$ cat src/rtl/queued_instruction_decoder.sv
// queued_instruction_decoder
// Buffers fetched 16-bit instructions in a small FIFO and feeds them one at a
// time into a registered decode stage. The FSM controller pulls instructions
// with a valid/ready handshake. Decoded fields and register selects are
// derived combinationally from the held instruction only, so they stay stable
// while the controller works on it.
module queued_instruction_decoder #(
    parameter int DATAW = 16,
    parameter int DEPTH = 2,
    parameter int CNTW  = 2
) (
    input  logic             clk,
    input  logic             reset_n,
    input  logic             flush,
    input  logic [15:0]      in_instr,
    input  logic             in_valid,
    output logic             in_ready,
    output logic             dec_valid,
    input  logic             dec_ready,
    input  logic [2:0]       nsel,
    output logic [2:0]       opcode,
    output logic [1:0]       op,
    output logic [1:0]       ALUop,
    output logic [1:0]       shift,
    output logic [DATAW-1:0] sximm5,
    output logic [DATAW-1:0] sximm8,
    output logic [2:0]       readnum,
    output logic [2:0]       writenum,
    output logic [CNTW-1:0]  count,
    output logic             nsel_err
);

    localparam int PW = (DEPTH > 1) ? $clog2(DEPTH) : 1;
    localparam logic [CNTW-1:0] FULL_C = CNTW'(DEPTH);

    localparam logic [2:0] NSEL_IDLE_C = 3'b000;
    localparam logic [2:0] NSEL_RM_C   = 3'b001;
    localparam logic [2:0] NSEL_RD_C   = 3'b010;
    localparam logic [2:0] NSEL_RN_C   = 3'b100;

    logic [15:0]     mem_r [DEPTH];
    logic [PW-1:0]   wr_ptr_r;
    logic [PW-1:0]   rd_ptr_r;
    logic [CNTW-1:0] count_r;
    logic [15:0]     cur_r;
    logic            dec_valid_r;
    logic            nsel_err_r;

    logic            in_ready_s;
    logic            push_s;
    logic            ld_s;
    logic            nsel_bad_s;
    logic [2:0]      regnum_s;

    // No push when full, even if the head is being loaded this cycle; a
    // flushed cycle never accepts data.
    assign in_ready_s = (count_r != FULL_C);
    assign push_s     = in_valid & in_ready_s & ~flush;
    assign ld_s       = (count_r != {CNTW{1'b0}}) & (~dec_valid_r | dec_ready);

    // Legal selects are idle or exactly one-hot.
    assign nsel_bad_s = (nsel != NSEL_IDLE_C) && (nsel != NSEL_RM_C) &&
                        (nsel != NSEL_RD_C)   && (nsel != NSEL_RN_C);

    // FIFO storage write; data needs no reset since pointers/count gate it.
    always_ff @(posedge clk) begin
        if (reset_n && push_s) begin
            mem_r[wr_ptr_r] <= in_instr;
        end
    end

    // FIFO control, decode stage and sticky select-error flag.
    always_ff @(posedge clk) begin
        if (!reset_n) begin
            wr_ptr_r    <= {PW{1'b0}};
            rd_ptr_r    <= {PW{1'b0}};
            count_r     <= {CNTW{1'b0}};
            cur_r       <= 16'h0000;
            dec_valid_r <= 1'b0;
            nsel_err_r  <= 1'b0;
        end else if (flush) begin
            wr_ptr_r    <= {PW{1'b0}};
            rd_ptr_r    <= {PW{1'b0}};
            count_r     <= {CNTW{1'b0}};
            dec_valid_r <= 1'b0;
        end else begin
            if (push_s) begin
                wr_ptr_r <= wr_ptr_r + PW'(1);
            end
            if (ld_s) begin
                cur_r       <= mem_r[rd_ptr_r];
                dec_valid_r <= 1'b1;
                rd_ptr_r    <= rd_ptr_r + PW'(1);
            end else if (dec_valid_r && dec_ready) begin
                dec_valid_r <= 1'b0;
            end
            count_r <= count_r + CNTW'(push_s) - CNTW'(ld_s);
            if (dec_valid_r && nsel_bad_s) begin
                nsel_err_r <= 1'b1;
            end
        end
    end

    // Register index from the one-hot select; anything illegal reads R0.
    always_comb begin
        regnum_s = 3'b000;
        case (nsel)
            NSEL_RM_C: regnum_s = cur_r[2:0];
            NSEL_RD_C: regnum_s = cur_r[7:5];
            NSEL_RN_C: regnum_s = cur_r[10:8];
            default:   regnum_s = 3'b000;
        endcase
    end

    assign in_ready  = in_ready_s;
    assign dec_valid = dec_valid_r;
    assign count     = count_r;
    assign nsel_err  = nsel_err_r;
    assign opcode    = cur_r[15:13];
    assign op        = cur_r[12:11];
    assign ALUop     = cur_r[12:11];
    assign shift     = cur_r[4:3];
    assign sximm5    = {{(DATAW-5){cur_r[4]}}, cur_r[4:0]};
    assign sximm8    = {{(DATAW-8){cur_r[7]}}, cur_r[7:0]};
    assign readnum   = regnum_s;
    assign writenum  = regnum_s;

endmodule
$ cat config.mk
export PLATFORM = sky130hd
export DESIGN_NAME = queued_instruction_decoder
export DESIGN_NICKNAME = d
export VERILOG_FILES = /design/src/rtl/queued_instruction_decoder.sv
export SDC_FILE = /design/constraint.sdc
export NUM_CORES = 1
export LEC_CHECK = 0
export CAP_MARGIN = 25
export CORE_MARGIN = 10
export CORE_UTILIZATION = 45
export DETAILED_ROUTE_END_ITERATION = 8
export GPL_TIMING_DRIVEN = 0
export PLACE_DENSITY_LB_ADDON = 0.15
export REMOVE_ABC_BUFFERS = 1
export SLEW_MARGIN = 20
export SYNTH_ARGS = -nofsm -noshare
export SYNTH_HDL_FRONTEND = slang
export SYNTH_SLANG_ARGS = --single-unit
export TNS_END_PERCENT = 1
$ cat constraint.sdc
create_clock -name clk -period 2.96 [get_ports clk]
set_input_delay 0.592 -clock clk [delete_from_list [all_inputs] [get_ports clk]]
set_output_delay 0.592 -clock clk [all_outputs]
set_load 0.005 [all_outputs]
==> impl_metrics.prom, run 1 <==
# TYPE chip_impl_metric gauge
chip_impl_metric{name="grt_use_met2",unit="%"} 18.8
chip_impl_metric{name="final_wirelength",unit="um"} 4550
chip_impl_metric{name="share_of_the_synthesized_area_in_the_top_cell_type",unit="%"} 38.1
chip_impl_metric{name="syn-cell-area",unit="sq um"} 2520
chip_impl_metric{name="ios",unit=""} 76
chip_impl_metric{name="layoutNonFillerInstCount",unit=""} 321
chip_impl_metric{name="ys_types",unit=""} 33
chip_impl_metric{name="drt-wirelength-per-cell",unit="um"} 14.2
chip_impl_metric{name="final_antenna_net_count",unit=""} 0
chip_impl_metric{name="power-per-cell-area",unit="nW/um^2"} 462
chip_impl_metric{name="clkSlewWorstSetupHoldPaths",unit="ns"} 0.08
chip_impl_info{name="critPathMostFrequentCell",value="sky130_fd_sc_hd__clkdlybuf4s50_1"} 1
chip_impl_metric{name="dieArea",unit="sq um"} 8990
chip_impl_info{name="cp-end-kind",value="output port"} 1
chip_impl_metric{name="hold_buffers",unit=""} 0
chip_impl_metric{name="clock.fmax",unit="GHz"} 0.359
chip_impl_metric{name="fin_tns_setup",unit="ns"} 0
chip_impl_metric{name="grt_first_pass_wirelength",unit="um"} 7420
chip_impl_metric{name="postSynth.asyncResetShare",unit="%"} 0
chip_impl_metric{name="synth_seq_cells",unit=""} 54
chip_impl_metric{name="drc_errors",unit=""} 0
chip_impl_info{name="path_category_of_the_worst_min_delay_check",value="reg -> reg"} 1
chip_impl_metric{name="worstMarginPinSlew",unit="ns"} 0.937
chip_impl_metric{name="timing.max_cap.violations",unit=""} 0
chip_impl_info{name="run_status",value="finished clean"} 1
chip_impl_info{name="critPathKind",value="in -> out"} 1
chip_impl_metric{name="synth-edff-count",unit=""} 32
chip_impl_metric{name="design.core.area",unit="sq um"} 5470
chip_impl_metric{name="row_count",unit=""} 27
chip_impl_metric{name="antenna_found_initial",unit=""} 0
chip_impl_metric{name="insertedDiodeCount",unit=""} 0
chip_impl_metric{name="first_global_vias",unit=""} 1483
chip_impl_metric{name="grt.met1_usage",unit="%"} 10.9
chip_impl_metric{name="place.detailed.instances",unit=""} 313
chip_impl_metric{name="final-setup-viol-count",unit=""} 0
chip_impl_info{name="crit_path_start_kind",value="input pin"} 1
chip_impl_metric{name="post_synth_inst_count",unit=""} 214
chip_impl_metric{name="dr_total_vias",unit=""} 1503
chip_impl_metric{name="grt_use_met3",unit="%"} 4.36
chip_impl_metric{name="worst-path-max-fanout",unit=""} 5
chip_impl_metric{name="grt.total_usage",unit="%"} 10.4
chip_impl_metric{name="final.min_clock_period",unit="ns"} 2.79
chip_impl_metric{name="filler_cell_count",unit=""} 489
chip_impl_metric{name="area_of_the_multi_input_gates",unit="sq um"} 729
chip_impl_metric{name="die-width",unit="um"} 94.8
chip_impl_metric{name="area_taken_by_flip_flops_and_latches",unit="sq um"} 1400
chip_impl_metric{name="grt_start_max_net_pins",unit=""} 35
chip_impl_metric{name="routed_via_density",unit=""} 4.68
chip_impl_metric{name="relSlewSlack",unit="%"} 37.6
chip_impl_metric{name="timing_max_transition_violations_final",unit=""} 0
chip_impl_info{name="cpMaxStageDelayCell",value="sky130_fd_sc_hd__clkdlybuf4s50_1"} 1
chip_impl_info{name="crit_chain",value="clkdlybuf4s50_1 -> nor3b_1 -> nand2_1 -> o21ai_1 -> clkdlybuf4s50_1"} 1
chip_impl_metric{name="worst-endpoint-arrival",unit="ns"} 2.20
chip_impl_metric{name="crit_required",unit="ns"} 2.37
chip_impl_info{name="rsz0062_at_grt",value="no"} 1
chip_impl_metric{name="leakage_power",unit="uW"} 0.00117
chip_impl_metric{name="layout-area-overhead-vs-synth",unit="%"} 23.0
chip_impl_metric{name="worstSkewPairLatency",unit="ns"} 0.29
chip_impl_metric{name="cts_max_path_buffers",unit=""} 2
chip_impl_metric{name="drt-pass1-iter-count",unit=""} 4
chip_impl_info{name="yosysTopAreaCell",value="sky130_fd_sc_hd__edfxtp_1"} 1
chip_impl_metric{name="finalNetCount",unit=""} 274
chip_impl_metric{name="peakVddDrop",unit="mV"} 0.249
chip_impl_metric{name="final.period_utilization",unit="%"} 94.2
chip_impl_metric{name="clock-skew-final",unit="ns"} 0.00903
chip_impl_info{name="tritoncts",value="built"} 1
chip_impl_info{name="grt_most_used_layer",value="met2"} 1
chip_impl_metric{name="cts-htree-levels",unit=""} 2
chip_impl_metric{name="hpwl",unit="um"} 3490
chip_impl_metric{name="global_route.overflow_total",unit=""} 0
chip_impl_metric{name="syn_avg_cell_area",unit="sq um"} 11.8
chip_impl_info{name="cts_root_buf",value="sky130_fd_sc_hd__clkbuf_8"} 1
chip_impl_metric{name="initialDrtViolationCount",unit=""} 66
chip_impl_metric{name="critPathMaxStageDelay",unit="ns"} 0.54
chip_impl_metric{name="placement.io_buffers",unit=""} 75
chip_impl_metric{name="starting_density",unit="%"} 46.0
chip_impl_metric{name="post_cts_setup_repair_bufs",unit=""} 0
chip_impl_metric{name="floorplan.die.height",unit="um"} 94.8
chip_impl_metric{name="synth.yosys.warnings",unit=""} 0
chip_impl_metric{name="clkSinkCount",unit=""} 54
chip_impl_metric{name="ys_seq_area_share",unit="%"} 55.6
chip_impl_metric{name="cts_made_buffers",unit=""} 5
chip_impl_info{name="netlist_top_cells_area",value="sky130_fd_sc_hd__edfxtp_1, sky130_fd_sc_hd__dfxtp_1, sky130_fd_sc_hd__buf_4"} 1
chip_impl_metric{name="finalCoreUtilization",unit="%"} 56.6
chip_impl_metric{name="hold_violations",unit=""} 0
chip_impl_metric{name="drive_above_1_share",unit="%"} 14.5
chip_impl_info{name="ys.flop_type",value="sky130_fd_sc_hd__edfxtp_1"} 1
chip_impl_metric{name="routability_congestion_estimate_from_global_placement",unit=""} 0.699
## cell families after synthesis
logic type	share of synthesized area, %
compound gates	2.88
fa+ha+maj	0.993
simple gates	10.6
flops	55.6
buf+inv	16.0
mux	13.5
xor+xnor	0.348
## layer usage
metal	share of wire, %	wire length [um]	vias to the layer above
met2	49	2250	48
li1	-	-	757
met5	0	0	-
met1	40	1810	694
met4	0.84	38	0
met3	10	453	4
## sequential cells by signal, indices dropped and copies added (netlist names)
| signal | flops |
|---|---|
| mem_r | 32 |
| cur_r | 16 |
| count | 2 |
| dec_valid | 1 |
| nsel_err | 1 |
| rd_ptr_r | 1 |
| wr_ptr_r | 1 |
## per-stage QoR
| step | hold slack, ns | worst slack, ns | total power, uW | instance area [sq um] |
|---|---|---|---|---|
| 2_1_floorplan | 0.438 | 0.597 | 928 | 2130 |
| 3_3_place_gp | 0.450 | -1.68 | 1050 | 2970 |
| 3_5_place_dp | 0.454 | 0.0609 | 1050 | 3000 |
| 4_1_cts | 0.467 | 0.0631 | 1450 | 3090 |
| 5_1_grt | 0.488 | 0.0154 | 1510 | 3100 |
| 6_report | 0.463 | 0.173 | 1430 | 3100 |
## worst max-delay path, delay by kind of cell
kind | cells | cell delay [ns]
and+or+nand+nor | 2 | 0.43
buffers and inverters | 2 | 1.07
AOI/OAI and AO/OA | 1 | 0.11
## timing repair
action                                  4_1_cts  5_1_grt
hold endpoints to repair                      0        0
endpoints found under the setup margin        0        6
resized for setup                             0        5
## power by group
group / switching [uW] / total [uW] / internal (uW)
Clock: 212 / 401 / 189
Sequential: 21.8 / 841 / 819
Combinational: 72.5 / 192 / 120
## final cells by class
| type | count | area share, % |
|---|---|---|
| flip-flops and latches | 54 | 45.2 |
| repair buffers | 79 | 25.0 |
| multi-input cells | 105 | 23.5 |
| well taps | 72 | 2.91 |
| clock buffers | 7 | 2.79 |
| inverters | 3 | 0.363 |
| clock inverters | 1 | 0.161 |
## worst paths after layout
path / start / endpoint / slack, ns / cells past startpoint
worst max register to register: count[0]$_SDFF_PP0_ / count[1]$_SDFF_PP0_ / 0.98 / 9
worst min-delay path: cur_r[13]$_SDFFE_PN0P_ / cur_r[13]$_SDFFE_PN0P_ / 0.46 / 2
worst min register to register: cur_r[13]$_SDFFE_PN0P_ / cur_r[13]$_SDFFE_PN0P_ / 0.46 / 2
worst max-delay path: nsel[2] / readnum[1] / 0.17 / 5
## synthesized netlist by cell type (2+ instances only)
| library cell | n |
|---|---|
| sky130_fd_sc_hd__mux2i_1 | 16 |
| sky130_fd_sc_hd__nor3_1 | 4 |
| sky130_fd_sc_hd__edfxtp_1 | 32 |
| sky130_fd_sc_hd__nor2_1 | 5 |
| sky130_fd_sc_hd__a21oi_1 | 3 |
| sky130_fd_sc_hd__inv_1 | 3 |
| sky130_fd_sc_hd__ha_1 | 2 |
| sky130_fd_sc_hd__nor2b_1 | 2 |
| sky130_fd_sc_hd__nand2_1 | 36 |
| sky130_fd_sc_hd__buf_6 | 2 |
| sky130_fd_sc_hd__o21ai_0 | 4 |
| sky130_fd_sc_hd__dfxtp_1 | 22 |
| sky130_fd_sc_hd__a22oi_1 | 3 |
| sky130_fd_sc_hd__mux2_2 | 16 |
| sky130_fd_sc_hd__buf_4 | 44 |
| sky130_fd_sc_hd__clkbuf_1 | 3 |
## placed cells by master, fill, tap and decap left out, drive strengths merged
cell type	n
or2	1
nand3	1
clkdlybuf4s50	74
clkbuf	7
buf	5
o21a	1
mux2i	16
nor3b	1
or3	2
mux2	16
a21o	1
o21ai	4
nor4b	1
a22oi	3
edfxtp	32
nor3	4
or2b	1
nand2b	1
clkinv	1
nor2b	3
nand2	36
dfxtp	22
ha	2
xor2	1
inv	3
and2	1
nor2	6
a21oi	3
(Power assumes the default switching activity.)
==> inputs of run 2 (changes only) <==
CTS_BUF_LIST = sky130_fd_sc_hd__clkbuf_16   (was unset)
GPL_TIMING_DRIVEN = 1   (was 0)
PLACE_DENSITY = 0.74   (was unset)
PLACE_DENSITY_LB_ADDON = unset   (was 0.15)
==> run 2 against run 1 <==
Non-clock buffer count grew 1. Routed wire length increased by 6.5%. Sequential share of layout area is 0.84 points lower. Highest routed layer unchanged. Hold slack better by 0.0029 ns. Setup slack lost 0.045 ns. Critical endpoint is now writenum[0]. Global-route usage is 0.25 points higher. Combinational power is essentially flat. Sequential power barely moved. Critical path depth did not move.
==> impl_metrics.prom, run 2 (synthesis results as in run 1) <==
# TYPE chip_impl_metric gauge
chip_impl_metric{name="hpwl",unit="um"} 3670
chip_impl_metric{name="finalCoreUtilization",unit="%"} 57.7
chip_impl_metric{name="hold_violations",unit=""} 0
chip_impl_info{name="most-common-layout-cells",value="sky130_fd_sc_hd__clkdlybuf4s50_1, sky130_fd_sc_hd__nand2_1, sky130_fd_sc_hd__edfxtp_1"} 1
chip_impl_info{name="top_signal_layer_used",value="met4"} 1
chip_impl_info{name="registers.top_by_ff_count",value="mem_r"} 1
chip_impl_metric{name="ios",unit=""} 76
chip_impl_info{name="critPathKind",value="in -> out"} 1
chip_impl_metric{name="timing.critical_path.buf_inv",unit=""} 2
chip_impl_metric{name="relSlewSlack",unit="%"} 35.7
chip_impl_metric{name="finalNetCount",unit=""} 275
chip_impl_metric{name="floorplan.die.height",unit="um"} 94.8
chip_impl_metric{name="drive_above_1_share",unit="%"} 14.0
chip_impl_metric{name="antenna_found_initial",unit=""} 0
chip_impl_metric{name="leakage_power",unit="uW"} 0.00119
chip_impl_info{name="tritoncts",value="built"} 1
chip_impl_metric{name="clkSinkCount",unit=""} 54
chip_impl_metric{name="hold_buffers",unit=""} 0
chip_impl_metric{name="timing_max_transition_violations_final",unit=""} 0
chip_impl_metric{name="placement.io_buffers",unit=""} 75
chip_impl_metric{name="final-setup-viol-count",unit=""} 0
chip_impl_metric{name="row_count",unit=""} 27
chip_impl_metric{name="setup.reg_to_reg.worst_slack",unit="ns"} 0.96
chip_impl_metric{name="fin_tns_setup",unit="ns"} 0
chip_impl_metric{name="worst-path-max-fanout",unit=""} 5
chip_impl_metric{name="cts_made_buffers",unit=""} 5
chip_impl_metric{name="drc_errors",unit=""} 0
chip_impl_metric{name="insertedDiodeCount",unit=""} 0
chip_impl_metric{name="final.period_utilization",unit="%"} 95.7
chip_impl_info{name="cp-end-kind",value="output port"} 1
chip_impl_metric{name="sum_of_met3_wire_segment_lengths_after_detailed_routing",unit="um"} 462
chip_impl_info{name="cts_root_buf",value="sky130_fd_sc_hd__clkbuf_16"} 1
chip_impl_metric{name="dr_total_vias",unit=""} 1502
chip_impl_metric{name="final.min_clock_period",unit="ns"} 2.83
chip_impl_metric{name="crit_required",unit="ns"} 2.37
chip_impl_info{name="cpMaxStageDelayCell",value="sky130_fd_sc_hd__clkdlybuf4s50_1"} 1
chip_impl_metric{name="worst-endpoint-arrival",unit="ns"} 2.24
chip_impl_metric{name="routability_congestion_estimate_from_global_placement",unit=""} 0.792
chip_impl_info{name="rsz0062_at_grt",value="yes"} 1
chip_impl_info{name="critPathMostFrequentCell",value="sky130_fd_sc_hd__clkdlybuf4s50_1"} 1
chip_impl_metric{name="clock.fmax",unit="GHz"} 0.353
chip_impl_metric{name="critPathMaxStageDelay",unit="ns"} 0.55
chip_impl_metric{name="drt-wirelength-per-cell",unit="um"} 15.0
chip_impl_metric{name="cts_max_path_buffers",unit=""} 2
chip_impl_metric{name="largest_register_ffs",unit=""} 32
chip_impl_metric{name="worstSkewPairLatency",unit="ns"} 0.28
chip_impl_info{name="run_status",value="finished clean"} 1
chip_impl_metric{name="design.core.area",unit="sq um"} 5470
chip_impl_metric{name="starting_density",unit="%"} 46.0
chip_impl_info{name="crit_path_start_kind",value="input pin"} 1
chip_impl_metric{name="drt-pass1-iter-count",unit=""} 4
chip_impl_info{name="most_common_cell_after_layout_fill_and_taps_aside",value="sky130_fd_sc_hd__clkdlybuf4s50_1"} 1
chip_impl_metric{name="met1_length",unit="um"} 1950
chip_impl_metric{name="routed_via_density",unit=""} 4.66
chip_impl_metric{name="peakVddDrop",unit="mV"} 0.304
chip_impl_info{name="path_category_of_the_worst_min_delay_check",value="reg -> reg"} 1
chip_impl_metric{name="first_global_vias",unit=""} 1496
chip_impl_metric{name="dieArea",unit="sq um"} 8990
chip_impl_metric{name="power-per-cell-area",unit="nW/um^2"} 499
chip_impl_metric{name="worstMarginPinSlew",unit="ns"} 0.964
chip_impl_metric{name="final_antenna_net_count",unit=""} 0
chip_impl_metric{name="clock-skew-final",unit="ns"} 0.00492
chip_impl_metric{name="timing.max_cap.violations",unit=""} 0
chip_impl_info{name="crit_chain",value="clkdlybuf4s50_1 -> nor2b_2 -> a22oi_1 -> o21ai_0 -> clkdlybuf4s50_1"} 1
chip_impl_metric{name="clkSlewWorstSetupHoldPaths",unit="ns"} 0.06
chip_impl_metric{name="global_route.overflow_total",unit=""} 0
chip_impl_metric{name="final_wirelength",unit="um"} 4850
chip_impl_metric{name="layout-area-overhead-vs-synth",unit="%"} 25.3
chip_impl_info{name="critical-path-top-delay-family",value="buffers and inverters"} 1
chip_impl_metric{name="grt_first_pass_wirelength",unit="um"} 7430
chip_impl_metric{name="met2WireLength",unit="um"} 2370
chip_impl_metric{name="initialDrtViolationCount",unit=""} 87
chip_impl_metric{name="cts-htree-levels",unit=""} 2
chip_impl_metric{name="die-width",unit="um"} 94.8
chip_impl_metric{name="grt.total_usage",unit="%"} 10.7
chip_impl_metric{name="grt_start_max_net_pins",unit=""} 34
==> run 2: layer usage <==
layer | global-route usage (%) | up-vias
met2 | 18.2 | 51
met3 | 3.73 | 4
li1 | - | 754
met1 | 11.8 | 693
met4 | 4.49 | 0
met5 | 0 | -
==> run 2: final cells by class <==
type	instances	area, sq um
multi-input combinational	105	729
sequential	54	1400
clock buffer	5	125
clock inverter	3	12.5
inverter	3	11.3
fill	459	2310
timing repair buffer	80	788
tap	72	90.1
==> run 2: repair_timing <==
action | 4_1_cts | 5_1_grt
resized for setup | 0 | 3
setup endpoints to repair | 0 | 6
buffers inserted | 0 | 0
==> run 2: power by group <==
group | switching (uW) | internal [uW] | leakage [uW]
registers | 22.8 | 820 | 0.000469
logic | 73.8 | 121 | 0.000653
clock network | 234 | 306 | 0.0000724
total | 330 | 1250 | 0.00119
==> run 2: through the flow <==
step,cell area [sq um],std cells,hold slack (ns),power [uW],worst slack [ns]
after detailed placement,3020,314,0.457,1060,0.0201
after global routing,3160,322,0.492,1650,-0.0105
after CTS,3150,322,0.468,1600,0.0195
after floorplan,2130,162,0.438,928,0.597
after global placement,3020,314,0.447,1050,0.148
final,3160,322,0.466,1580,0.128
==> run 2: worst reg2reg max path: cells and delay by family (launching register included) <==
kind                     cells  cell delay, ns
XOR/XNOR                     1            0.14
buffers and inverters        1            0.04
AND/OR/NAND/NOR              5            0.87
adder cells (fa/ha/maj)      2            0.45
flip-flops                   1            0.42
==> run 2: final timing paths <==
path                               start                     end  cells after the start
setup / recovery                 nsel[1]             writenum[0]                      5
hold reg to reg   cur_r[15]$_SDFFE_PN0P_  cur_r[15]$_SDFFE_PN0P_                      2
setup reg to reg     count[0]$_SDFF_PP0_     count[1]$_SDFF_PP0_                      9
hold / removal    cur_r[15]$_SDFFE_PN0P_  cur_r[15]$_SDFFE_PN0P_                      2
